==> src/rtl/focus_stm_pkg.sv <==
// Shared types and constants for the focus phase sequencer.
package focus_stm_pkg;

  localparam int unsigned NUM_TRANS_DEF    = 249;
  localparam int unsigned CALC_LATENCY_DEF = 40;
  localparam int unsigned IDX_W_DEF        = 8;

  localparam int unsigned FOCUS_W  = 18;
  localparam int unsigned OFFSET_W = 8;
  localparam int unsigned TRANS_W  = 16;
  localparam int unsigned PHASE_W  = 8;

  typedef enum logic [1:0] {
    IDLE  = 2'd0,
    ISSUE = 2'd1,
    DRAIN = 2'd2
  } state_e;

  // Index tag travelling alongside the calculation pipeline.
  typedef struct packed {
    logic                 valid;
    logic [IDX_W_DEF-1:0] idx;
  } tag_t;

endpackage

==> src/rtl/focus_stm_sequencer_tag_delay.sv <==
// Fixed-depth shift register of index tags; reports whether any tag is in flight.
module tag_delay
  import focus_stm_pkg::*;
#(
  parameter int unsigned DEPTH = 1
) (
  input  logic clk,
  input  logic rst_n,
  input  tag_t push_tag,
  output tag_t aligned_tag,
  output logic any_valid
);

  tag_t stages [DEPTH];

  // Shift one stage per cycle; reset discards everything in flight.
  always_ff @(posedge clk or negedge rst_n) begin
    if (!rst_n) begin
      for (int unsigned i = 0; i < DEPTH; i++) begin
        stages[i] <= '0;
      end
    end else begin
      stages[0] <= push_tag;
      for (int unsigned i = 1; i < DEPTH; i++) begin
        stages[i] <= stages[i-1];
      end
    end
  end

  assign aligned_tag = stages[DEPTH-1];

  // OR of all stage valid bits, used to decide when draining is complete.
  always_comb begin
    any_valid = 1'b0;
    for (int unsigned i = 0; i < DEPTH; i++) begin
      any_valid = any_valid | stages[i].valid;
    end
  end

endmodule

==> src/rtl/focus_stm_sequencer.sv <==
// Sequences one focus point through the phase pipeline: walks the position ROM,
// tags each index, and re-aligns the tags with the pipeline's SIN/COS results.
module focus_stm_sequencer
  import focus_stm_pkg::*;
#(
  parameter int unsigned NUM_TRANS    = NUM_TRANS_DEF,
  parameter int unsigned IDX_W        = IDX_W_DEF,
  parameter int unsigned CALC_LATENCY = CALC_LATENCY_DEF
) (
  input  logic                       clk,
  input  logic                       rst_n,
  input  logic                       start,
  input  logic signed [FOCUS_W-1:0]  focus_x,
  input  logic signed [FOCUS_W-1:0]  focus_y,
  input  logic signed [FOCUS_W-1:0]  focus_z,
  input  logic        [OFFSET_W-1:0] offset,
  output logic                       busy,
  output logic                       done,
  output logic        [IDX_W-1:0]    tr_addr,
  input  logic        [TRANS_W-1:0]  tr_x,
  input  logic        [TRANS_W-1:0]  tr_y,
  output logic signed [FOCUS_W-1:0]  calc_focus_x,
  output logic signed [FOCUS_W-1:0]  calc_focus_y,
  output logic signed [FOCUS_W-1:0]  calc_focus_z,
  output logic        [OFFSET_W-1:0] calc_offset,
  output logic        [TRANS_W-1:0]  calc_trans_x,
  output logic        [TRANS_W-1:0]  calc_trans_y,
  input  logic        [PHASE_W-1:0]  calc_sin,
  input  logic        [PHASE_W-1:0]  calc_cos,
  output logic                       out_valid,
  output logic        [IDX_W-1:0]    out_idx,
  output logic        [PHASE_W-1:0]  out_sin,
  output logic        [PHASE_W-1:0]  out_cos
);

  localparam logic [IDX_W-1:0] LAST_IDX = IDX_W'(NUM_TRANS - 1);

  state_e                     state, state_d;
  logic        [IDX_W-1:0]    tr_addr_d;
  logic                       busy_d, done_d;
  logic signed [FOCUS_W-1:0]  focus_x_d, focus_y_d, focus_z_d;
  logic        [OFFSET_W-1:0] offset_d;

  tag_t issue_tag, aligned_tag;
  logic tags_in_flight;

  // Next-state and next-output logic for the issue/drain sequence.
  always_comb begin
    state_d   = state;
    tr_addr_d = tr_addr;
    busy_d    = busy;
    done_d    = 1'b0;
    focus_x_d = calc_focus_x;
    focus_y_d = calc_focus_y;
    focus_z_d = calc_focus_z;
    offset_d  = calc_offset;
    case (state)
      IDLE: begin
        if (start) begin
          state_d   = ISSUE;
          tr_addr_d = '0;
          busy_d    = 1'b1;
          focus_x_d = focus_x;
          focus_y_d = focus_y;
          focus_z_d = focus_z;
          offset_d  = offset;
        end
      end
      ISSUE: begin
        if (tr_addr == LAST_IDX) begin
          state_d = DRAIN;
        end else begin
          tr_addr_d = tr_addr + IDX_W'(1);
        end
      end
      DRAIN: begin
        // DONE is held for one cycle in DRAIN so START stays ignored during it.
        if (done) begin
          state_d = IDLE;
          busy_d  = 1'b0;
        end else if (!tags_in_flight) begin
          done_d = 1'b1;
        end
      end
      default: state_d = IDLE;
    endcase
  end

  // State register.
  always_ff @(posedge clk or negedge rst_n) begin
    if (!rst_n) begin
      state <= IDLE;
    end else begin
      state <= state_d;
    end
  end

  // Control outputs and the focus/offset latched for the whole run.
  always_ff @(posedge clk or negedge rst_n) begin
    if (!rst_n) begin
      tr_addr      <= '0;
      busy         <= 1'b0;
      done         <= 1'b0;
      calc_focus_x <= '0;
      calc_focus_y <= '0;
      calc_focus_z <= '0;
      calc_offset  <= '0;
    end else begin
      tr_addr      <= tr_addr_d;
      busy         <= busy_d;
      done         <= done_d;
      calc_focus_x <= focus_x_d;
      calc_focus_y <= focus_y_d;
      calc_focus_z <= focus_z_d;
      calc_offset  <= offset_d;
    end
  end

  assign calc_trans_x = tr_x;
  assign calc_trans_y = tr_y;

  assign issue_tag.valid = (state == ISSUE);
  assign issue_tag.idx   = IDX_W_DEF'(tr_addr);

  // One extra stage covers the ROM read cycle ahead of the pipeline.
  tag_delay #(
    .DEPTH(CALC_LATENCY + 1)
  ) u_tag_delay (
    .clk        (clk),
    .rst_n      (rst_n),
    .push_tag   (issue_tag),
    .aligned_tag(aligned_tag),
    .any_valid  (tags_in_flight)
  );

  // Register the indexed result; payload holds while no result is present.
  always_ff @(posedge clk or negedge rst_n) begin
    if (!rst_n) begin
      out_valid <= 1'b0;
      out_idx   <= '0;
      out_sin   <= '0;
      out_cos   <= '0;
    end else begin
      out_valid <= aligned_tag.valid;
      if (aligned_tag.valid) begin
        out_idx <= IDX_W'(aligned_tag.idx);
        out_sin <= calc_sin;
        out_cos <= calc_cos;
      end
    end
  end

endmodule

==> config.mk <==
export PLATFORM = sky130hd
export DESIGN_NAME = focus_stm_sequencer
export DESIGN_NICKNAME = d
export VERILOG_FILES = /design/src/rtl/focus_stm_pkg.sv /design/src/rtl/focus_stm_sequencer_tag_delay.sv /design/src/rtl/focus_stm_sequencer.sv
export SDC_FILE = /design/constraint.sdc
export NUM_CORES = 1
export LEC_CHECK = 0
export ABC_AREA = 0
export BUFFER_PORTS_ARGS = -buffer_cell sky130_fd_sc_hd__buf_2
export CAP_MARGIN = 20
export CORE_UTILIZATION = 39
export CTS_CLUSTER_DIAMETER = 40
export DETAILED_ROUTE_END_ITERATION = 10
export GPL_TIMING_DRIVEN = 0
export SLEW_MARGIN = 20
export SYNTH_ARGS = -nofsm -noshare
export SYNTH_HDL_FRONTEND = slang
export SYNTH_HIERARCHICAL = 1
export SYNTH_SLANG_ARGS = --single-unit
==> constraint.sdc <==
create_clock -name clk -period 1.68 [get_ports clk]
set_input_delay 0.168 -clock clk [delete_from_list [all_inputs] [get_ports clk]]
set_output_delay 0.168 -clock clk [all_outputs]
set_load 0.02 [all_outputs]
==> out/qor.yml, run 1 <==
yosys:
  ys_seq_area_frac: 0.8632
  yosys-top-cells-count: "dfrtp_1 (468), mux2_1 (60), buf_4 (50)"
  yosysMostFrequentCell: "dfrtp_1"
  synthesis.area_sq_mm: 0.01357
  yosys-top-cells-area: "dfrtp_1 (86%), mux2_1 (5.0%), buf_4 (2.8%)"
  synth_area_leader_cell: "dfrtp_1"
  synth-edff-count: 0
  synth.avg_cell_area_sq_um: 19.84
  synth_cells: 684
  synthAdderAreaFrac: 0.001844
  ys_async_sr_fraction: 1.000
  yosysTopAreaCellShare: 0.8632
  muxShareOfSynthArea: 0.07138
  synth_xor_xnor_area_share: 0.0006455
  yosysWarnings: 6
  ys_ff_latch: 468
  synth_top_family_by_area: "multiplexers"
  synth_cell_types: 35
  synth_compound_area_frac: 0.009498
  synthSimpleGateAreaFrac: 0.01614
  ys.flop_type: "dfrtp_1"
  synthesis.nets: 799
timing:
  skew_ns: 0.01426
  holdWs_ns: -0.1098
  post-route-min-period_ns: 1.612
  setup-tns-final_ns: 0
  drv_slew: 0
  tightest_slew_ns: 0.5287
  max_freq_mhz: 620.4
  setup_viol: 0
  relSlewSlack: 0.6475
  fin_ws_ns: 0.06806
  hold_viol: 83
  finalCritPeriodShare: 0.9595
final_layout:
  area_growth_pct: 32.02
  utilization: 0.5289
  drive_above_1_share: 0.3680
  antenna_cells: 0
  nets: 1151
setup_path:
  crit_type: "flop to flop"
  rrSetupSlack_ns: 0.07
  start_kind: "flop"
  r2r.worst_path.cells: 4
  r2r_end: "done$_DFF_PN0_"
  crit_start: "u_tag_delay/stages[323]$_DFF_PN0_"
  cp-end-kind: "flop"
  critPathMaxFanout: 2
  required_ns: 2.14
  arrival_ns: 2.07
  worstReg2RegStart: "u_tag_delay/stages[323]$_DFF_PN0_"
cts:
  ctsRootBufferMaster: "clkbuf_16"
  clockBufferDepth: 3
  h-tree-depth: 2
  clk_latency_ns: 0.56
  cts_made_buffers: 50
  cts_tree: "yes"
  cts.clk_slew.worst_paths_ns: 0.06
  hold_buffers: 85
  cts_sinks: 468
pwr:
  peakVddDrop_v: 0.001163
  total_power_mw: 28.80
  p_per_area_mw_per_mm2: 1608
  power_leakage_nw: 8.514
routing:
  drc: 0
  drtPass1Iterations: 4
  drt-total-wl_um: 20920
  vias: 6500
  first_iter_violations: 230
  vias_per_cell: 4.265
  wire_per_inst_um: 13.73
  drtAntennaViolNets: 0
global_routing:
  antenna_found_initial: 0
  met3_usage: 0.02999
  met2_usage: 0.1903
  grt_max_degree: 108
  grt_first_pass_wirelength_um: 34960
  gr-usage-met1: 0.1585
  grt_most_used_layer: "met2"
  grt_pass1_vias: 7026
  grtUsageTotal: 0.1211
  grt_remaining_overflow: 0
floorplanning:
  die_x_um: 188.5
  rows: 67
  io_pins: 242
  initial_core_util: 0.4006
  dieArea_sq_mm: 0.03554
  design.core.area_sq_mm: 0.03387
  die_h_um: 188.5
placed_design:
  io_buffers: 209
  place_ws_ns: -0.3898
  dp_hpwl_um: 12140
  place_congestion: 0.7210
run:
  max_cap_violations: 0
status:
  violations: "hold timing"
  status: "finished with violations"
min_path:
  hold_path.class: "input port to asynchronous set/reset pin"
[cells by family (layout without fill, tap and decap cells)]
| family | Yosys count | count (layout) |
|---|---|---|
| flip-flops | 468 | 468 |
| AND/OR/NAND/NOR | 37 | 37 |
| adder cells (fa/ha/maj) | 2 | 2 |
| multiplexers | 86 | 86 |
| XOR/XNOR | 1 | 1 |
| buffers and inverters | 68 | 460 |
| AO/OA/AOI/OAI | 22 | 22 |
[worst max-delay path, stage by stage (launching register included)]
cell and delay (ns):
dfrtp_1 0.39, nor4_2 0.31, nand4_1 0.17, or3_1 0.44
nor3_1 0.20
[routing by layer]
metal  share of wire  vias to the layer above  wire, um
li1                -                     2920         -
met4           0.032                        0       674
met5               0                        -         0
met2            0.49                      185     10260
met3           0.050                       57      1048
met1            0.43                     3338      8934
[stage by stage]
| step | std cells | cell area, sq um | hold slack [ns] |
|---|---|---|---|
| after global routing | 1524 | 17910 | -0.08593 |
| after detailed placement | 1346 | 15320 | 0.07169 |
| after global placement | 1341 | 15170 | 0.3330 |
| final | 1524 | 17910 | -0.1098 |
| after floorplan | 684 | 13570 | -0.1276 |
| after CTS | 1524 | 17870 | -0.1269 |
[layout by cell type (no fill, tap or decap), types with 4 or more instances in the layout]
| master | synthesis | layout |
|---|---|---|
| buf_16 | 0 | 8 |
| inv_1 | 4 | 4 |
| nand3_1 | 4 | 4 |
| clkbuf_1 | 1 | 12 |
| dlygate4sd3_1 | 0 | 80 |
| nand2_1 | 6 | 6 |
| clkinvlp_4 | 0 | 4 |
| o21ai_1 | 6 | 6 |
| buf_4 | 50 | 51 |
| nand4_1 | 4 | 4 |
| buf_6 | 7 | 7 |
| mux2_1 | 60 | 60 |
| clkinv_4 | 1 | 4 |
| clkbuf_8 | 0 | 8 |
| clkinv_2 | 0 | 5 |
| inv_6 | 0 | 4 |
| dfrtp_1 | 468 | 468 |
| nor4_1 | 8 | 6 |
| buf_2 | 3 | 210 |
| mux2_2 | 26 | 26 |
| clkbuf_16 | 0 | 52 |
| o21ai_0 | 9 | 9 |
[report_power, final]
group	switching (mW)	total (mW)	internal (mW)
clock network	4.37	10.4	6.05
registers	1.18	16.2	15.0
logic	1.18	2.20	1.02
total	6.73	28.8	22.1
[worst max-delay path by stage]
stage | to | slack [ns] | depth (start not counted)
floorplan | calc_focus_x[0]$_DFFE_PN0P_ | 0.24 | 5
global placement | calc_focus_x[4]$_DFFE_PN0P_ | -8.13 | 1
detailed placement | calc_focus_z[2]$_DFFE_PN0P_ | -0.39 | 5
CTS | calc_focus_x[11]$_DFFE_PN0P_ | 0.008 | 5
global route | done$_DFF_PN0_ | -0.008 | 4
finish | done$_DFF_PN0_ | 0.07 | 4
[registers in the layout (all words and copies together) (netlist names)]
register and flops:
out_idx 8, u_tag_delay/aligned_tag 9, done 1, u_tag_delay/stages 360
state 2, calc_focus_z 18, busy 1, tr_addr 8
calc_offset 8, calc_focus_y 18, out_valid 1, calc_focus_x 18
out_sin 8, out_cos 8
[timing repair]
item,4_1_cts,5_1_grt
hold endpoints to repair,205,83
gates resized for setup,0,4
endpoints found under the setup margin,4,144
pin swaps,0,0
gates cloned,0,1
setup buffers,1,0
[layout make-up]
class                      count  area (sq um)
clock inverter                21         186.4
tap                          448         560.5
multi-input combinational    148          1368
buffer                        61         475.5
timing repair buffer         301          2150
clock buffer                  71          1431
inverter                       6         30.03
sequential                   468         11710
fill                        2712         15960
(Power assumes the default switching activity.)
==> run 2: changes to the inputs <==
--- a/config.mk
+++ b/config.mk
@@ -8,6 +8,7 @@
 export ABC_AREA = 0
 export BUFFER_PORTS_ARGS = -buffer_cell sky130_fd_sc_hd__buf_2
 export CAP_MARGIN = 20
+export CORE_MARGIN = 3
 export CORE_UTILIZATION = 39
 export CTS_CLUSTER_DIAMETER = 40
 export DETAILED_ROUTE_END_ITERATION = 10
==> out/qor.yml, run 2 (synthesis gave the netlist of run 1 again) <==
cts:
  clk_latency_ns: 0.55  # was 0.56 ns
  cts_made_buffers: 50  # unchanged
  h-tree-depth: 2  # unchanged
  cts_tree: "yes"  # unchanged
  clockBufferDepth: 3  # unchanged
  cts_sinks: 468  # unchanged
  cts_setup_buffers: 0  # was 1
  ctsRootBufferMaster: "clkbuf_16"  # unchanged
  cts.clk_slew.worst_paths_ns: 0.06  # about the same
final_layout:
  multi_input_area_sq_mm: 0.001380  # was 0.001368 sq mm
  largest_register: "u_tag_delay/stages"  # unchanged
  largest_reg_flops: 360  # unchanged
  post-route-cell-area_sq_mm: 0.01787  # was 0.01791 sq mm
  stdcell_count: 1520  # was 1,524
  final_cell_mix: "dfrtp_1 (468), buf_2 (209), dlygate4sd3_1 (80)"  # was dfrtp_1 (468), buf_2 (210), dlygate4sd3_1 (80)
  layout_commonest_cell: "dfrtp_1"  # unchanged
  area_growth_pct: 31.68  # was 32.02%
  regArea_sq_mm: 0.01171  # unchanged
  nets: 1149  # was 1,151
  drive_above_1_share: 0.3716  # was 0.3680
  filler_cell_count: 2728  # was 2,712
setup_path:
  start_kind: "flop"  # unchanged
  path_delay_family: "simple AND/OR/NAND/NOR gates"  # unchanged
  arrival_ns: 2.09  # was 2.07 ns
  cp-end-kind: "flop"  # unchanged
  slowest_delay_ns: 0.44  # about the same
  crit_type: "flop to flop"  # unchanged
  rrSetupSlack_ns: 0.04  # was 0.07 ns
  path_cells: "nor4_2 -> nand4_1 -> or3_1 -> nor3_1"  # unchanged
  required_ns: 2.12  # was 2.14 ns
  path_buf_inv: 0  # unchanged
  critPathMaxFanout: 2  # unchanged
  slowest_stage: "or3_1"  # unchanged
timing:
  post-route-min-period_ns: 1.641  # was 1.612 ns
  fin_ws_ns: 0.03874  # was 0.06806 ns
  setup_viol: 0  # unchanged
  tightest_slew_ns: 0.4343  # was 0.5287 ns
  max_freq_mhz: 609.3  # was 620.4 MHz
  finalCritPeriodShare: 0.9769  # was 0.9595
  relSlewSlack: 0.7104  # was 0.6475
  hold_viol: 0  # was 83
  drv_slew: 0  # unchanged
  skew_ns: 0.01784  # was 0.01426 ns
  setup-tns-final_ns: 0  # unchanged
status:
  status: "finished, final reports clean"  # was finished with violations
routing:
  wire_per_inst_um: 14.28  # was 13.73 um
  drt-total-wl_um: 21710  # was 20,920 um
  drc: 0  # unchanged
  vias: 6482  # was 6,500
  drtPass1Iterations: 4  # unchanged
  vias_per_cell: 4.264  # was 4.265
  first_iter_violations: 197  # was 230
  drtAntennaViolNets: 0  # unchanged
floorplanning:
  dieArea_sq_mm: 0.03706  # was 0.03554 sq mm
  design.core.area_sq_mm: 0.03395  # was 0.03387 sq mm
  rows: 67  # unchanged
  io_pins: 242  # unchanged
  die_h_um: 192.5  # was 188.5 um
  die_x_um: 192.5  # was 188.5 um
  initial_core_util: 0.3996  # was 0.4006
pwr:
  power_leakage_nw: 8.482  # was 8.514 nW
  p_per_area_mw_per_mm2: 1610  # was 1608 mW/mm^2
  peakVddDrop_v: 0.001058  # was 0.001163 V
global_routing:
  grt_first_pass_wirelength_um: 34620  # was 34,960 um
  grtUsageTotal: 0.1148  # was 0.1211
  grt_pass1_vias: 6971  # was 7,026
  grt_max_degree: 103  # was 108
  grt_remaining_overflow: 0  # unchanged
  antenna_found_initial: 0  # unchanged
placed_design:
  postPlaceCellArea_sq_mm: 0.01532  # unchanged
  dp_hpwl_um: 12470  # was 12,140 um
  place_congestion: 0.7110  # was 0.7210
  dp_cells: 1346  # unchanged
  place_ws_ns: -0.07942  # was -0.3898 ns
  io_buffers: 209  # unchanged
min_path:
  hold_path.class: "flop to flop"  # was input port to asynchronous set/reset pin
run:
  max_cap_violations: 0  # unchanged
-- run 2: changes by cell type in the layout (fill, tap and decap cells not counted), moves of 2 or more --
cell / change
buf_12: -2
clkinv_4: +2
buf_4: -2
clkinv_2: +2
nor4_1: -2
nor4_2: +2
clkbuf_8: -3
clkbuf_1: -6
inv_8: -2
inv_6: +3
-- run 2: path summary, 6_finish.rpt --
path | cells past startpoint | from | to
max reg2reg | 4 | u_tag_delay/stages[323]$_DFF_PN0_ | done$_DFF_PN0_
min in group asynchronous | 5 | rst_n | u_tag_delay/stages[9]$_DFF_PN0_
min reg2reg | 0 | u_tag_delay/stages[64]$_DFF_PN0_ | u_tag_delay/stages[55]$_DFF_PN0_
max in group asynchronous | 7 | rst_n | calc_focus_x[17]$_DFFE_PN0P_
min | 0 | u_tag_delay/stages[64]$_DFF_PN0_ | u_tag_delay/stages[55]$_DFF_PN0_
max | 4 | u_tag_delay/stages[323]$_DFF_PN0_ | done$_DFF_PN0_
-- run 2: report_power, final --
part / internal, mW / switching (mW) / leakage, nW
Clock: 5.94 / 4.40 / 0.774
Sequential: 15.0 / 1.23 / 5.57
Combinational: 1.01 / 1.19 / 2.13
-- run 2: area by class of cell --
type	instances	share of cell area
buffer	62	0.02717
inverter	6	0.001681
timing repair buffer	298	0.1177
antenna	1	0.0001401
sequential	468	0.6555
clock inverter	28	0.01408
multi-input combinational	148	0.07725
tap	448	0.03137
clock buffer	61	0.07515
-- run 2: per-layer routing --
metal  vias up  track usage  wire length [um]  share of wire
met5         -            0                 0              0
met4         0      0.04091               575          0.026
met3        51      0.02979              1165          0.054
met2       173       0.1843             10820           0.50
met1      3354       0.1525              9145           0.42
li1       2904            -                 -              -
-- run 2: repair_timing --
item                       CTS  global route
gates cloned                 0             1
hold buffers                83             0
setup endpoints to repair   60           100
hold endpoints to repair   279             0
resized for setup            1             8
-- run 2: stage by stage --
| stage | power [mW] | utilization | hold slack (ns) |
|---|---|---|---|
| final | 28.77 | 0.5262 | 0.3389 |
| after global routing | 30.32 | 0.5261 | 0.3439 |
| after CTS | 29.31 | 0.5244 | 0.3341 |
| after detailed placement | 18.45 | 0.4513 | 0.08688 |
| after global placement | 18.24 | 0.4470 | 0.3323 |
| after floorplan | 17.15 | - | -0.1276 |
